<file path="src/rtl/acc_pkg.sv">
// Shared width and data type for the FIR accumulator slice.
package acc_pkg;
    localparam int ACC_W = 21;
    typedef logic [ACC_W-1:0] acc_t;
endpackage

</file>
<file path="src/rtl/acc_reg.sv">
// Generic WIDTH-bit register: synchronous active-low reset, then clear, then load-enable.
module acc_reg
    import acc_pkg::*;
#(
    parameter int WIDTH = ACC_W
) (
    input  logic             clk_i,
    input  logic             rst_n_i,
    input  logic             clr_i,
    input  logic             en_i,
    input  logic [WIDTH-1:0] d_i,
    output logic [WIDTH-1:0] q_o
);

    logic [WIDTH-1:0] q_d;
    logic [WIDTH-1:0] q_q;

    // Next-state selection: clear beats load, otherwise hold.
    always_comb begin
        q_d = q_q;
        if (clr_i) begin
            q_d = {WIDTH{1'b0}};
        end else if (en_i) begin
            q_d = d_i;
        end else begin
            q_d = q_q;
        end
    end

    // State register with synchronous active-low reset.
    always_ff @(posedge clk_i) begin
        if (!rst_n_i) begin
            q_q <= {WIDTH{1'b0}};
        end else begin
            q_q <= q_d;
        end
    end

    assign q_o = q_q;

endmodule

</file>
<file path="src/rtl/acc_module.sv">
// FIR accumulator: holds the running sum and captures the finished sample on store.
// Optional macro ACC_AUTO_CLR_EN: a store also clears the accumulator in the same cycle.
module acc_module
    import acc_pkg::*;
#(
    parameter int WIDTH = ACC_W
) (
    input  logic             clk_b,
    input  logic             rst_n,
    input  logic             FSM_Acc_en,
    input  logic             FSM_Acc_zapis,
    input  logic             FSM_reset_Acc,
    input  logic [WIDTH-1:0] suma_wynik,
    output logic [WIDTH-1:0] Acc_out,
    output logic [WIDTH-1:0] FIR_probka_wynik
);

    logic acc_clr_s;

`ifdef ACC_AUTO_CLR_EN
    // Clear dominates load, so FSM_Acc_en is ignored on a store cycle.
    assign acc_clr_s = FSM_reset_Acc | FSM_Acc_zapis;
`else
    assign acc_clr_s = FSM_reset_Acc;
`endif

    acc_reg #(
        .WIDTH (WIDTH)
    ) u_acc_reg (
        .clk_i   (clk_b),
        .rst_n_i (rst_n),
        .clr_i   (acc_clr_s),
        .en_i    (FSM_Acc_en),
        .d_i     (suma_wynik),
        .q_o     (Acc_out)
    );

    // Samples the pre-edge accumulator; the accumulator clear never reaches it.
    acc_reg #(
        .WIDTH (WIDTH)
    ) u_out_reg (
        .clk_i   (clk_b),
        .rst_n_i (rst_n),
        .clr_i   (1'b0),
        .en_i    (FSM_Acc_zapis),
        .d_i     (Acc_out),
        .q_o     (FIR_probka_wynik)
    );

endmodule

</file>
<file path="config.mk">
export PLATFORM = sky130hd
export DESIGN_NAME = acc_module
export DESIGN_NICKNAME = d
export VERILOG_FILES = /design/src/rtl/acc_pkg.sv /design/src/rtl/acc_reg.sv /design/src/rtl/acc_module.sv
export SDC_FILE = /design/constraint.sdc
export NUM_CORES = 1
export LEC_CHECK = 0
export CORE_ASPECT_RATIO = 1.4
export CORE_UTILIZATION = 40
export CTS_BUF_LIST = sky130_fd_sc_hd__clkbuf_2
export CTS_CLUSTER_DIAMETER = 60
export DETAILED_ROUTE_END_ITERATION = 8
export PLACE_DENSITY = 0.76
export REMOVE_ABC_BUFFERS = 1
export SETUP_SLACK_MARGIN = 0.15
export SYNTH_ARGS = -nofsm -noshare
export SYNTH_HDL_FRONTEND = slang
export SYNTH_SLANG_ARGS = --single-unit
</file>
<file path="constraint.sdc">
create_clock -name clk_b -period 2.02 [get_ports clk_b]
set_input_delay 0.404 -clock clk_b [delete_from_list [all_inputs] [get_ports clk_b]]
set_output_delay 0.404 -clock clk_b [all_outputs]
set_load 0.005 [all_outputs]
</file>
# Yosys cells after proc, flatten, opt, wreduce, memory -nomap -nowiden
# Index checks and enable logic that the tools add are counted.
# totals
regBits	42
latchBits	0
ram_bits	0
romBits	0
inputBits	26
output_inout_bits	42
n_memories	0
# classes
addsub	0
n_mul	0
div_mod_pow	0
n_lt_le_gt_ge	0
n_eq_ne	0
n_shift	0
muxes	0
bitwise_logic	1
n_reduce_logical	1
# op_table
op	n
$reduce_or 2->1	1
$not 1->1	1

# Logic depth before layout (Yosys ltp)
# Gate-level depths: netlist of the first run.
# depth
ltp_word	2
ltp_mapped	4

# Modules after synthesis
# From an unflattened synthesis of the first run, not the netlist that was laid out.
# hier_totals
hier_cells	139
area_unflattened_um2	1520.2
# modules_own_cells
module	n_inst	cells_per_inst	area_per_inst_um2
acc_reg	2	69	758.2
acc_module	1	1	3.8

# Worst setup path before layout of the first run
# Ideal clock, no wire load.
# synth_path
kind	input -> register
startpoint	input port FSM_Acc_en
endpoint	register u_acc_reg.q_q[0] (netlist: u_acc_reg.q_o[0])
setup_ps	128
arrival_time_ps	875
required_time_ps	1892
setup_slack_ps	1018
path_stages	4
n_path_buf	2
cell_sequence	buf_4 buf_8 mux2i_1 nor2_1
# synth_lines
element	line_no	rtl
start: declaration	acc_module.sv:10	input logic FSM_Acc_en,
end signal: assignment	acc_reg.sv:33	q_q <= {WIDTH{1'b0}};
end signal: assignment	acc_reg.sv:35	q_q <= q_d;
end: declaration	acc_reg.sv:16	logic [WIDTH-1:0] q_q;

# Final worst setup path of the first run
# layout_path
startpoint	register u_acc_reg.q_q[2] (netlist: u_acc_reg.q_o[2])
endpoint	output port Acc_out[2]
# layout_lines
element	line_no	rtl
end: declaration	acc_module.sv:14	output logic [WIDTH-1:0] Acc_out,
# No word-level cell between the ends.

==> implementation parameters, run 1 <==
Parameter                              Value

Clock network
  TritonCTS clock tree ... done
  Post-CTS setup-driven buffer insertion count ... 0
  Buffer type at the clock tree root ... sky130_fd_sc_hd__clkbuf_2
  Clock transition at the registers of the reported paths ... 190 ps
  Number of sinks driven by the clock tree ... 42
  Resized Gates After CTS ... 0
  CTS H-tree lvls ... 2
  Buffers from clock root to sink, at most ... 2
  Clock buffers created by TritonCTS ... 5
  Insertion delay to the later sink of the worst-skew pair ... 380 ps
  Post-cts hold buffer count ... 0

Placed design
  Number of port buffers ... 67
  Final HPWL from detailed placement ... 2.62 mm
  Routability congestion estimate from global placement ... 0.696
  Placed inst area ... 2260 sq um

Timing
  Final Hold Viols ... 0
  Share of the clock period used by the worst path ... 85.6%
  Setup Skew ... 8.79 ps
  Count of endpoints failing setup in the final report ... 0
  Slew Limit Headroom ... 86.7%
  Setup repair after global routing missed its margin ... no
  Final number of max-transition violations ... 0
  Setup total negative slack ... 0 ps
  Transition time of the tightest slew-check pin ... 199 ps
  Post-Route Hold Slack ... 537 ps
  Final min period ... 1730 ps
  Maximum clock rate ... 578 MHz

Logic synthesis
  Yosys warning count ... 0
  Number of distinct library cell variants in the gate-level netlist after synthesis ... 10
  Share of Yosys cell area claimed by the top area cell type ... 53.2%
  Register area share after synthesis ... 53.2%
  Summed instance area of the synthesized netlist ... 1580 sq um
  Fraction of synthesis flops using an asynchronous set or reset pin ... 0%
  Ranking of synthesized cells by instance count ... sky130_fd_sc_hd__dfxtp_1, sky130_fd_sc_hd__mux2i_1, sky130_fd_sc_hd__nor2_1, sky130_fd_sc_hd__nor2b_1, sky130_fd_sc_hd__clkbuf_1
  Number of storage elements in the synthesis netlist ... 42
  Dominant register cell in the synthesized netlist ... sky130_fd_sc_hd__dfxtp_1
  Syn Area/Cell ... 11.5 sq um
  Post-synth top area cell ... sky130_fd_sc_hd__dfxtp_1
  Count of flip-flops with a built-in enable after synthesis ... 0
  Top cells by area in the synthesized netlist ... sky130_fd_sc_hd__dfxtp_1, sky130_fd_sc_hd__mux2i_1, sky130_fd_sc_hd__nor2b_1, sky130_fd_sc_hd__nor2_1, sky130_fd_sc_hd__buf_12
  Synthesized netlist cell count ... 137

Pwr
  Relative contribution of sequential cells to total power ... 62.2%
  Max IR drop VDD ... 592 uV
  Switching share of power ... 23.7%
  Portion of total power attributed to the clock network ... 24.0%
  Internal portion of total power ... 0.00106 W
  P_sw ... 0.000329 W
  Static leakage ... 0.939 nW
  Portion of total power attributed to combinational logic ... 13.8%
  Power Total ... 0.00139 W
  PD cells ... 604 nW/um^2

Setup path
  Biggest cell delay along the critical path ... 520 ps
  Startpoint kind of the worst setup timing path ... register
  Maximum fanout encountered on the critical timing path ... 3
  Kind of end point of the critical path ... output port
  WP data arrival ... 1320 ps
  Crit path max-delay cell type ... sky130_fd_sc_hd__clkdlybuf4s50_1
  Crit-path cells ... clkdlybuf4s50_1
  Path type of the worst setup path ... register to output port
  WP data required ... 1620 ps
  Worst Path Buf+Inv ... 1
  Family of cells with the greatest summed delay on the critical path ... buffers and inverters

Detailed routing
  Number of remaining DRC errors ... 0
  Count of routing violations after the opening detailed-route iteration ... 14
  Routed vias ... 1,157
  Post-DRT Antenna Nets ... 0
  Post-detailed-route via-to-cell ratio ... 4.65
  Total wirelength of the detailed-routed design ... 3.48 mm
  Total iterations of the first detailed-routing run ... 2
  Average wire length per cell after detail routing ... 14.0 um

Finish
  Cell area after layout ... 2300 sq um
  Ratio of cells with drive above 1 in the final layout ... 5.80%
  Antenna diode count ... 0
  Layout area overhead ... 45.6%
  # nets final ... 232

Run status
  Outcome ... complete, no violations

Global route
  GRT overflow ... 0
  Wire length of the first global-routing pass ... 5.58 mm
  Vias in the first global route ... 1,187
  Largest net degree at the start of global routing ... 22
  Initial antenna violation count ... 0
  GRT Util Overall ... 18.4%

Die
  Area of the core ... 3710 sq um
  Initial core utilization ... 42.6%
  Number of rows created at floorplan ... 26
  Horizontal extent of the die ... 55.1 um
  Die height ... 76.4 um
  Die footprint ... 4210 sq um
  Boundary Pins ... 68

Flow run
  Max-cap violations ... 0

Hold path
  Worst min-delay path class ... register to register
[through the flow]
| stage | utilization (%) | cells | setup slack, ps |
|---|---|---|---|
| 2_1_floorplan | - | 127 | 973 |
| 3_3_place_gp | 61.0 | 241 | 503 |
| 3_5_place_dp | 61.0 | 241 | 463 |
| 4_1_cts | 62.1 | 249 | 266 |
| 5_1_grt | 62.1 | 249 | 198 |
| 6_report | 62.1 | 249 | 291 |
[area by class of cell]
cell class / count / area, sq um
Timing Repair Buffer: 72 / 733
Clock inverter: 2 / 8.76
Tap cell: 42 / 52.6
Clock buffer: 6 / 30.0
Fill cell: 318 / 1410
Multi-Input combinational cell: 85 / 637
Sequential cell: 42 / 841
[worst register-to-register path, cell delays in order (launching register included)]
cell                      delay [ps]
sky130_fd_sc_hd__dfxtp_1         370
sky130_fd_sc_hd__mux2i_1         160
sky130_fd_sc_hd__nor2b_1          60
[state kept, by name, indices dropped and copies added (netlist names)]
signal,cells
u_out_reg.q_o,21
u_acc_reg.q_o,21
[worst paths after layout]
check                    startpoint                 to  slack [ps]  depth (start not counted)
hold / removal    u_out_reg.q_o[15]  u_out_reg.q_o[15]         540                          2
setup reg to reg   u_acc_reg.q_o[4]   u_out_reg.q_o[4]        1350                          2
setup / recovery   u_acc_reg.q_o[2]         Acc_out[2]         290                          1
hold reg to reg   u_out_reg.q_o[15]  u_out_reg.q_o[15]         540                          2
[kinds of logic after synthesis]
| kind of cell | count (synthesis) | synth area share [%] |
|---|---|---|
| and+or+nand+nor | 43 | 13.7 |
| muxes | 42 | 26.6 |
| buffers and inverters | 10 | 6.57 |
| DFF | 42 | 53.2 |
[cell usage in the layout (no fill, tap or decap)]
cell type | Yosys | layout
sky130_fd_sc_hd__clkdlybuf4s50_1 | 0 | 67
sky130_fd_sc_hd__mux2i_1 | 42 | 42
sky130_fd_sc_hd__dfxtp_1 | 42 | 42
sky130_fd_sc_hd__nor2b_1 | 21 | 21
sky130_fd_sc_hd__nor2_1 | 21 | 21
sky130_fd_sc_hd__clkbuf_2 | 0 | 6
sky130_fd_sc_hd__buf_4 | 1 | 3
sky130_fd_sc_hd__buf_12 | 2 | 2
sky130_fd_sc_hd__nand2b_1 | 1 | 1
sky130_fd_sc_hd__clkinv_1 | 0 | 1
sky130_fd_sc_hd__clkinv_2 | 0 | 1
[per-layer routing]
layer | track usage (%) | part of all wire, % | vias up
li1 | - | - | 589
met1 | 19.8 | 38 | 530
met2 | 32.3 | 56 | 31
met3 | 5.79 | 4.7 | 7
met4 | 6.00 | 1.3 | 0
met5 | 0 | 0 | -
[power by group through the flow]
stage          clock network [W]  registers [W]   logic, W
6_report                0.000334       0.000865   0.000192
5_1_grt                 0.000388       0.000869   0.000206
4_1_cts                 0.000352       0.000866   0.000196
3_5_place_dp                   0       0.000882   0.000195
3_3_place_gp                   0       0.000881   0.000193
2_1_floorplan                  0       0.000882  0.0000564
No activity file was read; power rests on OpenSTA's default activity.
==> inputs of run 2 (changes only) <==
--- a/config.mk
+++ b/config.mk
@@ -10,7 +10,7 @@
 export CTS_BUF_LIST = sky130_fd_sc_hd__clkbuf_2
 export CTS_CLUSTER_DIAMETER = 60
 export DETAILED_ROUTE_END_ITERATION = 8
-export PLACE_DENSITY = 0.76
+export PLACE_DENSITY = 0.85
 export REMOVE_ABC_BUFFERS = 1
 export SETUP_SLACK_MARGIN = 0.15
 export SYNTH_ARGS = -nofsm -noshare
==> implementation parameters, run 2 (same netlist as run 1, synthesis figures left out) <==
Parameter                              Value

Run status
  Outcome ... complete, no violations

Finish
  Ratio of cells with drive above 1 in the final layout ... 5.83%
  # nets final ... 231
  Layout area overhead ... 46.8%
  Highest-count cells in the layout ignoring fill and taps ... sky130_fd_sc_hd__clkdlybuf4s50_1, sky130_fd_sc_hd__mux2i_1, sky130_fd_sc_hd__dfxtp_1, sky130_fd_sc_hd__nor2b_1, sky130_fd_sc_hd__nor2_1
  Cell area after layout ... 2320 sq um
  Number of filler instances in the final layout ... 328
  Most frequent standard cell in the layout excluding fill and tap cells ... sky130_fd_sc_hd__clkdlybuf4s50_1
  Antenna diode count ... 0
  Storage cell area ... 841 sq um
  Area occupied by multi-input gates ... 637 sq um

Clock network
  Buffer type at the clock tree root ... sky130_fd_sc_hd__clkbuf_2
  TritonCTS clock tree ... done
  Buffers from clock root to sink, at most ... 2
  Clock transition at the registers of the reported paths ... 190 ps
  Insertion delay to the later sink of the worst-skew pair ... 390 ps
  Post-cts hold buffer count ... 0
  CTS H-tree lvls ... 2
  Number of sinks driven by the clock tree ... 42
  Resized Gates After CTS ... 0
  Clock buffers created by TritonCTS ... 5
  Post-CTS setup-driven buffer insertion count ... 0

Setup path
  Startpoint of the worst setup timing path ... u_acc_reg.q_o[15]
  Crit path max-delay cell type ... sky130_fd_sc_hd__clkdlybuf4s50_1
  Launch instance of the worst register-to-register path ... u_acc_reg.q_o[7]
  Kind of end point of the critical path ... output port
  Worst Path Buf+Inv ... 1
  Biggest cell delay along the critical path ... 540 ps
  WP data arrival ... 1330 ps
  WP data required ... 1620 ps
  Path type of the worst setup path ... register to output port
  Maximum fanout encountered on the critical timing path ... 3
  Family of cells with the greatest summed delay on the critical path ... buffers and inverters
  Startpoint kind of the worst setup timing path ... register
  Crit-path cells ... clkdlybuf4s50_1

Timing
  Final min period ... 1730 ps
  Setup repair after global routing missed its margin ... no
  Final number of max-transition violations ... 0
  Slew Limit Headroom ... 78.8%
  Share of the clock period used by the worst path ... 85.7%
  Post-Route Hold Slack ... 533 ps
  Maximum clock rate ... 577 MHz
  Setup Skew ... 14.0 ps
  Setup total negative slack ... 0 ps
  Count of endpoints failing setup in the final report ... 0
  Final Hold Viols ... 0
  Transition time of the tightest slew-check pin ... 317 ps

Die
  Initial core utilization ... 42.6%
  Number of rows created at floorplan ... 26
  Area of the core ... 3710 sq um
  Horizontal extent of the die ... 55.1 um
  Die height ... 76.4 um
  Boundary Pins ... 68
  Die footprint ... 4210 sq um

Flow run
  Max-cap violations ... 0

Detailed routing
  Post-DRT Antenna Nets ... 0
  Routed vias ... 1,145
  Total wirelength of the detailed-routed design ... 3.33 mm
  Total iterations of the first detailed-routing run ... 4
  Count of routing violations after the opening detailed-route iteration ... 19
  Number of remaining DRC errors ... 0
  Post-detailed-route via-to-cell ratio ... 4.62
  Average wire length per cell after detail routing ... 13.4 um

Placed design
  Number of port buffers ... 67
  Final HPWL from detailed placement ... 2.30 mm
  Routability congestion estimate from global placement ... 0.725
  Placed inst area ... 2260 sq um

Global route
  Vias in the first global route ... 1,123
  Wire length of the first global-routing pass ... 5.19 mm
  Initial antenna violation count ... 0
  Largest net degree at the start of global routing ... 22
  GRT Util Overall ... 17.3%
  GRT overflow ... 0

Pwr
  Static leakage ... 0.947 nW
  PD cells ... 658 nW/um^2
  Max IR drop VDD ... 533 uV
  Power Total ... 0.00153 W

Hold path
  Worst min-delay path class ... register to register
  Min-delay src ... u_out_reg.q_o[8]
[run 2: changes by cell type in the layout (fill, tap and decap cells not counted), sizes merged]
cell and delta:
clkinv -2, buf -1, bufinv +1, clkbuf +1
[run 2: path summary, 6_finish.rpt]
path / end / slack [ps] / depth (start not counted)
hold / removal: u_out_reg.q_o[8] / 530 / 2
setup reg to reg: u_out_reg.q_o[7] / 1340 / 2
hold reg to reg: u_out_reg.q_o[8] / 530 / 2
setup / recovery: Acc_out[15] / 290 / 1
[run 2: power by group]
group | total (W) | switching, W | internal, W
logic | 0.000190 | 0.0000656 | 0.000125
clock network | 0.000472 | 0.000252 | 0.000221
registers | 0.000865 | 0.0000144 | 0.000851
total | 0.00153 | 0.000332 | 0.00120
[run 2: stage by stage]
stage          instances  worst slack (ps)  util (%)
4_1_cts              248               256      62.6
3_5_place_dp         240               421      60.8
5_1_grt              248               205      62.6
2_1_floorplan        127               973         -
3_3_place_gp         240               459      60.8
6_report             248               288      62.6
[run 2: cell type report]
type	instances	area share, %
Clock buffer	7	1.51
Sequential cell	42	36.2
Timing Repair Buffer	71	31.3
Multi-Input combinational cell	85	27.4
Clock inverter	1	1.29
Tap cell	42	2.26
[run 2: per-layer routing]
metal / track usage (%) / part of all wire [%]
met1: 18.4 / 41
met2: 30.0 / 52
met3: 4.99 / 5.4
met4: 6.75 / 1.5
met5: 0 / 0
==> inputs of run 3 (changes only) <==
--- a/config.mk
+++ b/config.mk
@@ -6,13 +6,15 @@
 export NUM_CORES = 1
 export LEC_CHECK = 0
 export CORE_ASPECT_RATIO = 1.4
+export CORE_MARGIN = 2
 export CORE_UTILIZATION = 40
 export CTS_BUF_LIST = sky130_fd_sc_hd__clkbuf_2
 export CTS_CLUSTER_DIAMETER = 60
 export DETAILED_ROUTE_END_ITERATION = 8
-export PLACE_DENSITY = 0.85
+export PLACE_DENSITY = 0.86
 export REMOVE_ABC_BUFFERS = 1
 export SETUP_SLACK_MARGIN = 0.15
 export SYNTH_ARGS = -nofsm -noshare
 export SYNTH_HDL_FRONTEND = slang
+export SYNTH_HIERARCHICAL = 1
 export SYNTH_SLANG_ARGS = --single-unit
==> implementation parameters, run 3 <==
Parameter                              Value

Global route
  Initial antenna violation count ... 0
  Vias in the first global route ... 1,131
  GRT Util Overall ... 15.3%
  GRT overflow ... 0
  Wire length of the first global-routing pass ... 5.28 mm
  Largest net degree at the start of global routing ... 22

Logic synthesis
  Register area share after synthesis ... 55.3%
  Yosys warning count ... 6
  Number of distinct library cell variants in the gate-level netlist after synthesis ... 8
  Syn Area/Cell ... 10.9 sq um
  Summed instance area of the synthesized netlist ... 1520 sq um
  Share of Yosys cell area claimed by the top area cell type ... 55.3%
  Ranking of synthesized cells by instance count ... sky130_fd_sc_hd__dfxtp_1, sky130_fd_sc_hd__mux2i_1, sky130_fd_sc_hd__nor2_1
  Top cells by area in the synthesized netlist ... sky130_fd_sc_hd__dfxtp_1, sky130_fd_sc_hd__mux2i_1, sky130_fd_sc_hd__nor2_1, sky130_fd_sc_hd__buf_8, sky130_fd_sc_hd__clkbuf_1
  Synthesized netlist cell count ... 139
  Count of flip-flops with a built-in enable after synthesis ... 0
  Post-synth top area cell ... sky130_fd_sc_hd__dfxtp_1
  Fraction of synthesis flops using an asynchronous set or reset pin ... 0%
  Number of storage elements in the synthesis netlist ... 42
  Dominant register cell in the synthesized netlist ... sky130_fd_sc_hd__dfxtp_1

Die
  Die footprint ... 4320 sq um
  Horizontal extent of the die ... 56.1 um
  Boundary Pins ... 68
  Initial core utilization ... 41.7%
  Area of the core ... 3640 sq um
  Die height ... 76.9 um
  Number of rows created at floorplan ... 26

Setup path
  Startpoint kind of the worst setup timing path ... register
  Crit path max-delay cell type ... sky130_fd_sc_hd__clkdlybuf4s50_1
  WP data arrival ... 1290 ps
  Maximum fanout encountered on the critical timing path ... 3
  Worst Path Buf+Inv ... 1
  Crit-path cells ... clkdlybuf4s50_1
  Path type of the worst setup path ... register to output port
  Family of cells with the greatest summed delay on the critical path ... buffers and inverters
  Kind of end point of the critical path ... output port
  WP data required ... 1620 ps
  Biggest cell delay along the critical path ... 510 ps

Detailed routing
  Routed vias ... 1,143
  Total routed wire length on the met1 layer ... 1.42 mm
  Met3 layer wire length in the routed design ... 226 um
  Total iterations of the first detailed-routing run ... 3
  Post-detailed-route via-to-cell ratio ... 4.55
  Total wirelength of the detailed-routed design ... 3.20 mm
  Average wire length per cell after detail routing ... 12.7 um
  Routed wire length on met2 ... 1.54 mm
  Count of routing violations after the opening detailed-route iteration ... 24
  Post-DRT Antenna Nets ... 0
  Number of remaining DRC errors ... 0
  Uppermost layer routed ... met4

Finish
  Cell area after layout ... 2250 sq um
  Final standard cell count with taps included and fillers excluded ... 251
  Antenna diode count ... 0
  Layout area overhead ... 47.8%
  # nets final ... 234
  Ratio of cells with drive above 1 in the final layout ... 5.74%
  Highest-count cells in the layout ignoring fill and taps ... sky130_fd_sc_hd__clkdlybuf4s50_1, sky130_fd_sc_hd__mux2i_1, sky130_fd_sc_hd__nor2_1, sky130_fd_sc_hd__dfxtp_1, sky130_fd_sc_hd__clkbuf_2
  Most frequent standard cell in the layout excluding fill and tap cells ... sky130_fd_sc_hd__clkdlybuf4s50_1

Timing
  Setup repair after global routing missed its margin ... no
  Final Hold Viols ... 0
  Setup Skew ... 16.5 ps
  Post-Route Hold Slack ... 519 ps
  Setup total negative slack ... 0 ps
  Count of endpoints failing setup in the final report ... 0
  Final WS setup ... 330 ps
  Final number of max-transition violations ... 0
  Final min period ... 1690 ps
  Share of the clock period used by the worst path ... 83.7%
  Maximum clock rate ... 592 MHz

Clock network
  Clock transition at the registers of the reported paths ... 200 ps
  Insertion delay to the later sink of the worst-skew pair ... 370 ps
  TritonCTS clock tree ... done
  CTS H-tree lvls ... 2
  Clock buffers created by TritonCTS ... 5
  Buffer type at the clock tree root ... sky130_fd_sc_hd__clkbuf_2
  Number of sinks driven by the clock tree ... 42
  Post-cts hold buffer count ... 0
  Resized Gates After CTS ... 0
  Buffers from clock root to sink, at most ... 2
  Post-CTS setup-driven buffer insertion count ... 0

Pwr
  PD cells ... 606 nW/um^2
  Static leakage ... 0.932 nW
  Max IR drop VDD ... 509 uV

Placed design
  Routability congestion estimate from global placement ... 0.734
  Number of port buffers ... 67
  Placed inst area ... 2210 sq um
  Final HPWL from detailed placement ... 2.27 mm
  Number of placed instances with taps included ... 243
  DP Worst Slack ... 440 ps

Hold path
  Worst min-delay path class ... register to register

Run status
  Outcome ... complete, no violations

Flow run
  Max-cap violations ... 0
run 3: kinds of logic (layout without fill, tap and decap cells):
| kind of cell | count (synthesis) | after routing | synth area share, % |
|---|---|---|---|
| other cells | 1 | 1 | 0.247 |
| buf+inv | 10 | 80 | 5.60 |
| simple gates | 44 | 44 | 11.2 |
| mux | 42 | 42 | 27.7 |
| flops | 42 | 42 | 55.3 |
run 3: layer usage:
metal  vias up  global-route usage (%)
met5         -                       0
met4         0                    4.29
met3         2                    5.90
met2        42                    24.5
met1       506                    19.2
li1        593                       -
run 3: area by class of cell:
| class | instances | area (sq um) |
|---|---|---|
| clock buffers | 6 | 30.0 |
| clock inverters | 2 | 8.76 |
| fillers | 328 | 1400 |
| multi-input cells | 87 | 594 |
| flip-flops and latches | 42 | 841 |
| well taps | 42 | 52.6 |
| repair buffers | 72 | 721 |
run 3: worst paths after layout:
kind	cells past startpoint	end	startpoint	slack, ps
max	1	Acc_out[19]	u_acc_reg/q_o[19]	330
min	2	u_out_reg/q_o[0]	u_out_reg/q_o[0]	520
max reg2reg	2	u_out_reg/q_o[7]	u_acc_reg/q_o[7]	1360
min reg2reg	2	u_out_reg/q_o[0]	u_out_reg/q_o[0]	520
run 3: per-stage QoR:
| stage | power, W | util (%) |
|---|---|---|
| CTS | 0.00139 | 61.7 |
| finish | 0.00136 | 61.7 |
| global placement | 0.00105 | 60.6 |
| detailed placement | 0.00105 | 60.6 |
| floorplan | 0.000929 | - |
| global route | 0.00144 | 61.7 |
run 3: power by group:
part | internal, W | switching (W)
Clock | 0.0000855 | 0.000243
Combinational | 0.000111 | 0.0000642
Sequential | 0.000847 | 0.0000118
